--- config.mk ---
export PLATFORM = sky130hd
export DESIGN_NAME = cpu_oam_dma_ctrl_flat
export DESIGN_NICKNAME = d
export VERILOG_FILES = /design/src/rtl/cpu_oam_dma_ctrl_if.sv /design/src/rtl/cpu_oam_dma_ctrl.sv /design/src/flat_wrapper.sv
export SDC_FILE = /design/constraint.sdc
export NUM_CORES = 1
export LEC_CHECK = 0
export BUFFER_PORTS_ARGS = -buffer_cell sky130_fd_sc_hd__buf_4
export CAP_MARGIN = 0
export CORE_MARGIN = 4
export CORE_UTILIZATION = 45
export CTS_BUF_LIST = sky130_fd_sc_hd__clkbuf_2 sky130_fd_sc_hd__clkbuf_4 sky130_fd_sc_hd__clkbuf_8
export DETAILED_ROUTE_END_ITERATION = 6
export PLACE_DENSITY = 0.82
export SETUP_SLACK_MARGIN = 0.02
export SLEW_MARGIN = 20
export SYNTH_ARGS = -nofsm -noshare
export SYNTH_HDL_FRONTEND = slang
export SYNTH_SLANG_ARGS = --single-unit
--- constraint.sdc ---
create_clock -name clk -period 2 [get_ports clk]
set_input_delay 0.3 -clock clk [delete_from_list [all_inputs] [get_ports clk]]
set_output_delay 0.3 -clock clk [all_outputs]
set_load 0.05 [all_outputs]
--- src/rtl/cpu_oam_dma_ctrl_if.sv ---
// CPU-side and memory-bus-side signals of the sprite DMA controller.
// slave: the controller's view; master: the CPU core plus memory decode around it.
interface cpu_oam_dma_ctrl_if;
  logic [15:0] cpu_addr;
  logic [7:0]  cpu_wdata;
  logic        cpu_we;
  logic        cpu_re;
  logic        cpu_stall;
  logic        dma_active;
  logic [15:0] bus_addr;
  logic [7:0]  bus_wdata;
  logic        bus_we;
  logic        bus_re;
  logic [7:0]  bus_rdata;
  logic [7:0]  data_lat;

  modport slave (
    input  cpu_addr, cpu_wdata, cpu_we, cpu_re,
    input  bus_rdata,
    output cpu_stall, dma_active,
    output bus_addr, bus_wdata, bus_we, bus_re,
    output data_lat
  );

  modport master (
    output cpu_addr, cpu_wdata, cpu_we, cpu_re,
    output bus_rdata,
    input  cpu_stall, dma_active,
    input  bus_addr, bus_wdata, bus_we, bus_re,
    input  data_lat
  );
endinterface

--- src/rtl/cpu_oam_dma_ctrl.sv ---
// Sprite OAM DMA controller and CPU bus owner: passes the CPU bus through when
// idle, stalls the CPU and copies one 256-byte page to $2004 after a $4014 write.
// Ports: clk, rst (sync, active low), io (slave view of cpu_oam_dma_ctrl_if).
module cpu_oam_dma_ctrl #(
  parameter logic [15:0] DMA_REG_ADDR  = 16'h4014,
  parameter logic [15:0] OAM_DATA_ADDR = 16'h2004,
  parameter int          XFER_LEN      = 256
) (
  input logic               clk,
  input logic               rst,
  cpu_oam_dma_ctrl_if.slave io
);

  typedef enum logic [2:0] {
    IDLE,
    HALT,
    ALIGN,
    READ,
    WRITE
  } state_t;

  localparam logic [7:0] LAST_IDX = 8'(XFER_LEN - 1);

  state_t     state;
  logic [7:0] idx;
  logic [7:0] page;
  logic       cyc_par;
  logic [7:0] data_lat;
  logic       stall_q;
  logic       active_q;

  logic trig;
  assign trig = io.cpu_we && (io.cpu_addr == DMA_REG_ADDR);

  always_ff @(posedge clk) begin
    if (!rst) begin
      state    <= IDLE;
      idx      <= 8'h00;
      page     <= 8'h00;
      cyc_par  <= 1'b0;
      data_lat <= 8'h00;
      stall_q  <= 1'b0;
      active_q <= 1'b0;
    end else begin
      cyc_par <= ~cyc_par;
      case (state)
        IDLE: begin
          if (trig) begin
            page     <= io.cpu_wdata;
            state    <= HALT;
            stall_q  <= 1'b1;
            active_q <= 1'b1;
          end
        end
        // An odd halt cycle lands the first read on a get cycle
        // only after one extra alignment cycle.
        HALT: state <= cyc_par ? ALIGN : READ;
        ALIGN: state <= READ;
        READ: state <= WRITE;
        WRITE: begin
          data_lat <= io.bus_rdata;
          if (idx == LAST_IDX) begin
            idx      <= 8'h00;
            state    <= IDLE;
            stall_q  <= 1'b0;
            active_q <= 1'b0;
          end else begin
            idx   <= idx + 8'd1;
            state <= READ;
          end
        end
        default: begin
          state    <= IDLE;
          stall_q  <= 1'b0;
          active_q <= 1'b0;
        end
      endcase
    end
  end

  assign io.cpu_stall  = stall_q;
  assign io.dma_active = active_q;
  assign io.data_lat   = data_lat;

  // Source address is {page, idx}: idx wraps inside the page, no carry.
  always_comb begin
    io.bus_addr  = io.cpu_addr;
    io.bus_wdata = io.cpu_wdata;
    io.bus_we    = io.cpu_we;
    io.bus_re    = io.cpu_re;
    case (state)
      IDLE: ;
      READ: begin
        io.bus_addr  = {page, idx};
        io.bus_wdata = 8'h00;
        io.bus_we    = 1'b0;
        io.bus_re    = 1'b1;
      end
      WRITE: begin
        io.bus_addr  = OAM_DATA_ADDR;
        io.bus_wdata = io.bus_rdata;
        io.bus_we    = 1'b1;
        io.bus_re    = 1'b0;
      end
      default: begin
        io.bus_addr  = {page, idx};
        io.bus_wdata = 8'h00;
        io.bus_we    = 1'b0;
        io.bus_re    = 1'b0;
      end
    endcase
    if (!rst) begin
      io.bus_we = 1'b0;
      io.bus_re = 1'b0;
    end
  end

endmodule

--- src/flat_wrapper.sv ---
// flat-port wrapper written by rule: the top's interface ports become plain ports
module cpu_oam_dma_ctrl_flat 
#(
  parameter logic [15:0] DMA_REG_ADDR  = 16'h4014,
  parameter logic [15:0] OAM_DATA_ADDR = 16'h2004,
  parameter int          XFER_LEN      = 256
)
  (clk, rst, io_cpu_addr, io_cpu_wdata, io_cpu_we, io_cpu_re, io_bus_rdata, io_cpu_stall, io_dma_active, io_bus_addr, io_bus_wdata, io_bus_we, io_bus_re, io_data_lat);
  cpu_oam_dma_ctrl_if io_i ();
  input logic clk;
  input logic rst;
  input wire logic [$bits(io_i.cpu_addr)-1:0] io_cpu_addr;
  input wire logic [$bits(io_i.cpu_wdata)-1:0] io_cpu_wdata;
  input wire logic [$bits(io_i.cpu_we)-1:0] io_cpu_we;
  input wire logic [$bits(io_i.cpu_re)-1:0] io_cpu_re;
  input wire logic [$bits(io_i.bus_rdata)-1:0] io_bus_rdata;
  output wire logic [$bits(io_i.cpu_stall)-1:0] io_cpu_stall;
  output wire logic [$bits(io_i.dma_active)-1:0] io_dma_active;
  output wire logic [$bits(io_i.bus_addr)-1:0] io_bus_addr;
  output wire logic [$bits(io_i.bus_wdata)-1:0] io_bus_wdata;
  output wire logic [$bits(io_i.bus_we)-1:0] io_bus_we;
  output wire logic [$bits(io_i.bus_re)-1:0] io_bus_re;
  output wire logic [$bits(io_i.data_lat)-1:0] io_data_lat;
  assign io_i.cpu_addr = io_cpu_addr;
  assign io_i.cpu_wdata = io_cpu_wdata;
  assign io_i.cpu_we = io_cpu_we;
  assign io_i.cpu_re = io_cpu_re;
  assign io_i.bus_rdata = io_bus_rdata;
  assign io_cpu_stall = io_i.cpu_stall;
  assign io_dma_active = io_i.dma_active;
  assign io_bus_addr = io_i.bus_addr;
  assign io_bus_wdata = io_i.bus_wdata;
  assign io_bus_we = io_i.bus_we;
  assign io_bus_re = io_i.bus_re;
  assign io_data_lat = io_i.data_lat;
  cpu_oam_dma_ctrl #(.DMA_REG_ADDR(DMA_REG_ADDR), .OAM_DATA_ADDR(OAM_DATA_ADDR), .XFER_LEN(XFER_LEN)) u_core (.clk(clk), .rst(rst), .io(io_i));
endmodule
==> metrics.csv, run 1 <==
stage;metric;value;unit
layout;fin cells;339;
drt;first-pass detailed-route iteration total;4;
synth;Mapped Nets;260;
drt;number of DRC markers in iteration 0;124;
sta;Final period util;92.63;%
layout;Area growth syn-to-layout;39.95;%
sta;Rel. slew slack;69.11;%
grt;vias in the first global route;1681;
placed_design;GP Congestion;0.8938;
sta;worst setup margin;0.1473;ns
sta;final setup fails;0;
sta;final hold slack;0.2298;ns
sta;RSZ-0062 raised after global routing;false;
setup_path;Setup CP Type;register to output pin;
outcome;status;finished, final reports clean;
sta;maximum clock rate;539.8;MHz
min_path;Hold WC Path Type;input port to register;
synth;Mapped Cells;223;
setup_path;worst setup path start;u_core.state[0];
synth;Yosys reg bits;29;
clock_tree;clk buf depth;2;
floorplanning;Die ar.;0.004621;mm2
setup_path;slowest library cell on the worst path;dfxtp_2;
setup_path;CP peak stage delay;0.36;ns
placed_design;placed instance count;331;
drt;DRC;0;
sta;final slew viol count;0;
synth;Synth cell types;32;
drt;Routed Wire Length;4.566;mm
power_and_ir_drop;Leakage Power;0.9519;nW
setup_path;worst r2r src;u_core.state[0];
placed_design;I/O Buffers;71;
synth;share of the synthesized area in the top cell type;35.86;%
layout;ANT cells;0;
grt;initial antenna violation count;0;
drt;via/cell ratio;5.209;
synth;commonest cells in the netlist;nand2_1, dfxtp_1, nand2b_1;
synth;Yosys Warn Count;0;
synth;Post-Syn Area;0.001619;mm2
clock_tree;clk_lat worst skew;0.33;ns
sta;endpoints failing hold;0;
setup_path;Buf/Inv on CP;2;
drt;via count;1766;
sta;crit path time final;1.853;ns
drt;number of routed nets with antenna violations;0;
clock_tree;number of CTS-inserted buffers;5;
setup_path;reg2reg setup slack;0.44;ns
grt;first-pass GRT wire length;7.348;mm
synth;most numerous cell in the Yosys netlist;nand2_1;
power_and_ir_drop;maximum vdd ir drop;0.0006037;V
clock_tree;clock root buffer;clkbuf_4;
synth;Post-synth EDFFs;0;
clock_tree;# clock sinks;29;
synth;Avg Cell Area, Syn;7.260;um2
setup_path;crit path DAT;1.55;ns
clock_tree;H-tree levels;2;
min_path;hold_sp;io_cpu_wdata[6];
setup_path;critical path endpoint category;output pin;
sta;post-route setup TNS;0;ns
floorplanning;IO Count;72;
synth;FFs w/ async S/R, synth;0;%
clock_tree;cts hold-fix bufs;0;
clock_tree;Worst-path clk slew;0.09;ns
clock_tree;post-CTS setup buffers;0;
layout;nets;329;
drt;Avg WL per Cell;13.47;um
flow_run;max cap viols;0;
placed_design;Setup WS pre-CTS;0.2186;ns
floorplanning;Die X-Extent;67.98;um
floorplanning;core box area;0.003416;mm2
floorplanning;Starting Density;47.40;%
layout;Fill cells;329;
setup_path;Worst setup SP type;register;
setup_path;critical path peak fanout;25;
synth;post-synthesis sequential area ratio;35.86;%
floorplanning;Site Rows;21;
power_and_ir_drop;Pwr Density;944.3;mW/mm2
sta;Worst Tran Pin Value;0.4569;ns
clock_tree;TritonCTS clock tree;built;
setup_path;Top delay family on crit path;buffers and inverters;
synth;synth top area cells;dfxtp_1, nand2_1, mux2i_1, nand2b_1, a21oi_1;
layout;layout cells sized above 1;31.40;%
placed_design;Post-DP HPWL;3.503;mm
synth;leading area contributor after synthesis;dfxtp_1;
setup_path;WP data required;1.70;ns
grt;GRT Total Usage;20.82;%
synth;Post-synth top flop;dfxtp_1;
sta;Layout Skew;0.006897;ns
grt;largest net degree at the start of global routing;26;
setup_path;crit path cell chain;or2_1 -> buf_6 -> o21ai_1 -> buf_4;
grt;gr ovfl total;0;
floorplanning;Die Ht;67.98;um
report_power, final:
group | switching [mW] | internal [mW] | leakage, nW
clock | 0.202 | 0.181 | 0.0368
sequential | 0.0223 | 0.594 | 0.235
combinational | 0.806 | 0.335 | 0.680
total | 1.03 | 1.11 | 0.952
routing by layer:
layer | track usage (%) | part of all wire [%] | vias up
met5 | 0 | 0 | -
met4 | 4.715 | 0.50 | 0
met3 | 6.732 | 8.0 | 3
met2 | 36.34 | 49 | 71
met1 | 24.67 | 42 | 807
li1 | - | - | 885
cell families (layout without fill, tap and decap cells):
| logic type | Yosys count | in the layout | share of synthesized area (%) |
|---|---|---|---|
| buf+inv | 17 | 87 | 4.482 |
| compound gates | 43 | 43 | 14.14 |
| xor+xnor | 3 | 3 | 1.623 |
| fa+ha+maj | 1 | 1 | 0.7727 |
| flops | 29 | 29 | 35.86 |
| mux | 17 | 17 | 10.59 |
| simple gates | 113 | 113 | 32.53 |
worst min-delay path: cells and delay by family:
family,cells,cell delay (ns)
muxes,1,0.05
buffers and inverters,1,0.11
and+or+nand+nor,1,0.05
layout make-up:
class	instances	area, um2	area share, %
clock buffers	8	60.06	2.650
inverters	1	3.754	0.1657
flip-flops and latches	29	583.1	25.73
multi-input cells	177	972.2	42.90
repair buffers	78	589.3	26.01
well taps	46	57.56	2.540
worst paths after layout:
check | to | cells past startpoint
hold / removal | u_core.page[6] | 3
hold reg to reg | u_core.cyc_par | 1
setup reg to reg | u_core.page[4] | 5
setup / recovery | io_bus_addr[0] | 4
timing repair:
| action | CTS | global route |
|---|---|---|
| resized for setup | 0 | 3 |
| setup endpoints to repair | 0 | 9 |
| endpoints found under the hold margin | 0 | 0 |
cells in the final DEF (no fill, tap or decap), types with 2 or more instances in the layout:
master | Yosys | final
nand2b_1 | 17 | 17
nand3_1 | 4 | 4
dfxtp_1 | 29 | 27
dfxtp_2 | 0 | 2
o21ai_1 | 16 | 16
a21oi_1 | 16 | 16
clkbuf_4 | 0 | 8
nor2_1 | 16 | 16
and3_1 | 2 | 2
xor2_1 | 2 | 2
o21ai_0 | 6 | 6
or3_1 | 3 | 3
nand2_1 | 58 | 58
or2_1 | 2 | 2
mux2i_1 | 16 | 16
nand4_1 | 4 | 4
buf_4 | 2 | 77
state kept, by name (all words and copies together) (netlist names):
register              count
u_core.io.dma_active      1
u_core.cyc_par            1
u_core.state              3
u_core.io.data_lat        8
u_core.page               8
u_core.idx                8
stage by stage:
stage	utilization, %	cell area [um2]	total power [mW]
6_report	66.34	2266	2.140
5_1_grt	66.34	2266	2.235
4_1_cts	66.15	2260	2.134
3_5_place_dp	64.40	2200	1.762
3_3_place_gp	64.40	2200	1.757
2_1_floorplan	-	1619	1.400
Note: power is estimated with default switching activity, not from simulation.
==> inputs of run 2 (changes only) <==
--- a/config.mk
+++ b/config.mk
@@ -7,10 +7,10 @@
 export LEC_CHECK = 0
 export BUFFER_PORTS_ARGS = -buffer_cell sky130_fd_sc_hd__buf_4
 export CAP_MARGIN = 0
-export CORE_MARGIN = 4
 export CORE_UTILIZATION = 45
 export CTS_BUF_LIST = sky130_fd_sc_hd__clkbuf_2 sky130_fd_sc_hd__clkbuf_4 sky130_fd_sc_hd__clkbuf_8
 export DETAILED_ROUTE_END_ITERATION = 6
+export MAX_ROUTING_LAYER = met4
 export PLACE_DENSITY = 0.82
 export SETUP_SLACK_MARGIN = 0.02
 export SLEW_MARGIN = 20
==> constraint.sdc (replaced) <==
create_clock -name clk -period 2.2 [get_ports clk]
set_input_delay 0.33 -clock clk [delete_from_list [all_inputs] [get_ports clk]]
set_output_delay 0.33 -clock clk [all_outputs]
set_load 0.05 [all_outputs]
==> metrics.csv, run 2 (synthesis results as in run 1) <==
stage;metric;value;unit
layout;Largest regs;u_core.idx: 8 flops, u_core.io.data_lat: 8 flops, u_core.page: 8 flops;
clock_tree;Worst-path clk slew;0.10;ns
clock_tree;clk_lat worst skew;0.33;ns
power_and_ir_drop;Leakage Power;0.9419;nW
drt;DRC;0;
drt;number of routed nets with antenna violations;0;
setup_path;WP data required;1.87;ns
grt;initial antenna violation count;0;
setup_path;Worst setup SP type;register;
sta;Rel. slew slack;73.51;%
sta;maximum clock rate;501.2;MHz
sta;endpoints failing hold;0;
grt;first-pass GRT wire length;6.720;mm
min_path;Hold WC Path Type;input port to register;
setup_path;Setup CP Type;register to output pin;
drt;Routed Wire Length;4.372;mm
layout;fin cells;337;
floorplanning;Starting Density;47.77;%
power_and_ir_drop;Pwr Density;846.8;mW/mm2
clock_tree;CTS resizes;0;
outcome;status;finished, final reports clean;
clock_tree;clock root buffer;clkbuf_4;
floorplanning;Die ar.;0.003842;mm2
floorplanning;core box area;0.003390;mm2
sta;Worst Tran Pin Value;0.3965;ns
clock_tree;TritonCTS clock tree;built;
drt;via/cell ratio;5.193;
drt;via count;1750;
layout;layout cells sized above 1;30.24;%
floorplanning;Die X-Extent;61.98;um
floorplanning;IO Count;72;
setup_path;critical path peak fanout;31;
grt;GRT Total Usage;24.96;%
clock_tree;number of CTS-inserted buffers;5;
drt;first-pass detailed-route iteration total;4;
sta;crit path time final;1.995;ns
sta;RSZ-0062 raised after global routing;false;
clock_tree;H-tree levels;2;
setup_path;CP peak stage delay;0.44;ns
sta;Layout Skew;0.009239;ns
sta;final slew viol count;0;
power_and_ir_drop;maximum vdd ir drop;0.0005948;V
layout;Area growth syn-to-layout;39.10;%
flow_run;max cap viols;0;
layout;commonest non-fill, non-tap cell in the layout;buf_4;
setup_path;critical path endpoint category;output pin;
layout;commonest non-fill, non-tap cells in the layout;buf_4, nand2_1, dfxtp_1;
grt;largest net degree at the start of global routing;32;
sta;final setup fails;0;
setup_path;crit path DAT;1.67;ns
placed_design;GP Congestion;0.8045;
floorplanning;Die Ht;61.98;um
layout;Fill cells;315;
clock_tree;clk buf depth;2;
drt;Avg WL per Cell;12.97;um
placed_design;placed instance count;329;
min_path;hold path cells;3;
grt;gr ovfl total;0;
layout;nets;327;
placed_design;Post-DP HPWL;3.310;mm
floorplanning;Site Rows;21;
setup_path;crit path cell chain;or2_1 -> buf_4 -> nand2_1 -> o21ai_1 -> buf_4;
setup_path;slowest library cell on the worst path;dfxtp_1;
clock_tree;post-CTS setup buffers;0;
sta;post-route setup TNS;0;ns
grt;vias in the first global route;1549;
placed_design;I/O Buffers;71;
setup_path;CP most frequent cell;buf_4;
clock_tree;# clock sinks;29;
drt;number of DRC markers in iteration 0;82;
layout;ANT cells;0;
sta;Final period util;90.70;%
setup_path;R2R cell count;4;
clock_tree;cts hold-fix bufs;0;
-- run 2: cell count changes in the layout (fill, tap and decap cells not counted) --
cell and delta:
buf_12 +1, buf_4 -2, buf_6 -1, clkbuf_4 -2
clkinv_2 +2, dfxtp_1 +2, dfxtp_2 -2
-- run 2: layer usage --
| metal | up-vias | GRT usage (%) | wire length (um) |
|---|---|---|---|
| met2 | 64 | 40.12 | 2165 |
| met5 | - | - | 0 |
| met3 | 11 | 4.762 | 237 |
| li1 | 886 | - | - |
| met1 | 789 | 30.08 | 1875 |
| met4 | 0 | 11.43 | 94 |
-- run 2: final cells by class --
| cell class | count | area [um2] | area share [%] |
|---|---|---|---|
| clock buffer | 6 | 45.04 | 2.000 |
| sequential | 29 | 580.6 | 25.78 |
| clock inverter | 2 | 10.01 | 0.4444 |
| inverter | 1 | 3.754 | 0.1667 |
| timing repair buffer | 76 | 583.1 | 25.89 |
| tap | 46 | 57.56 | 2.556 |
| multi-input combinational | 177 | 972.2 | 43.17 |
-- run 2: final timing paths --
kind / start / end / slack, ns
max reg2reg: u_core.state[0] / u_core.idx[5] / 0.52
min reg2reg: u_core.cyc_par / u_core.cyc_par / 0.42
min: io_bus_rdata[0] / u_core.io.data_lat[0] / 0.24
max: u_core.state[0] / io_bus_addr[0] / 0.20
-- run 2: power by group --
group          internal (mW)  switching, mW
registers              0.538         0.0204
logic                  0.298          0.726
clock network          0.134          0.191
-- run 2: worst max-delay path, delay by kind of cell (launching register included) --
| family | cells | cell delay [ns] |
|---|---|---|
| buffers and inverters | 2 | 0.54 |
| and+or+nand+nor | 2 | 0.24 |
| DFF | 1 | 0.44 |
| AOI/OAI and AO/OA | 1 | 0.11 |
-- run 2: metrics by stage --
stage          area (um2)  setup WS, ns  hold slack (ns)  power (mW)  util, %
6_report             2252        0.2047           0.2366       1.907    66.45
5_1_grt              2252        0.1210           0.2321       1.986    66.45
2_1_floorplan        1619        0.2502           0.3871       1.273        -
3_3_place_gp         2197        0.5739           0.3986       1.588    64.82
4_1_cts              2252        0.1964           0.2311       1.910    66.45
3_5_place_dp         2197        0.4882           0.4085       1.594    64.82
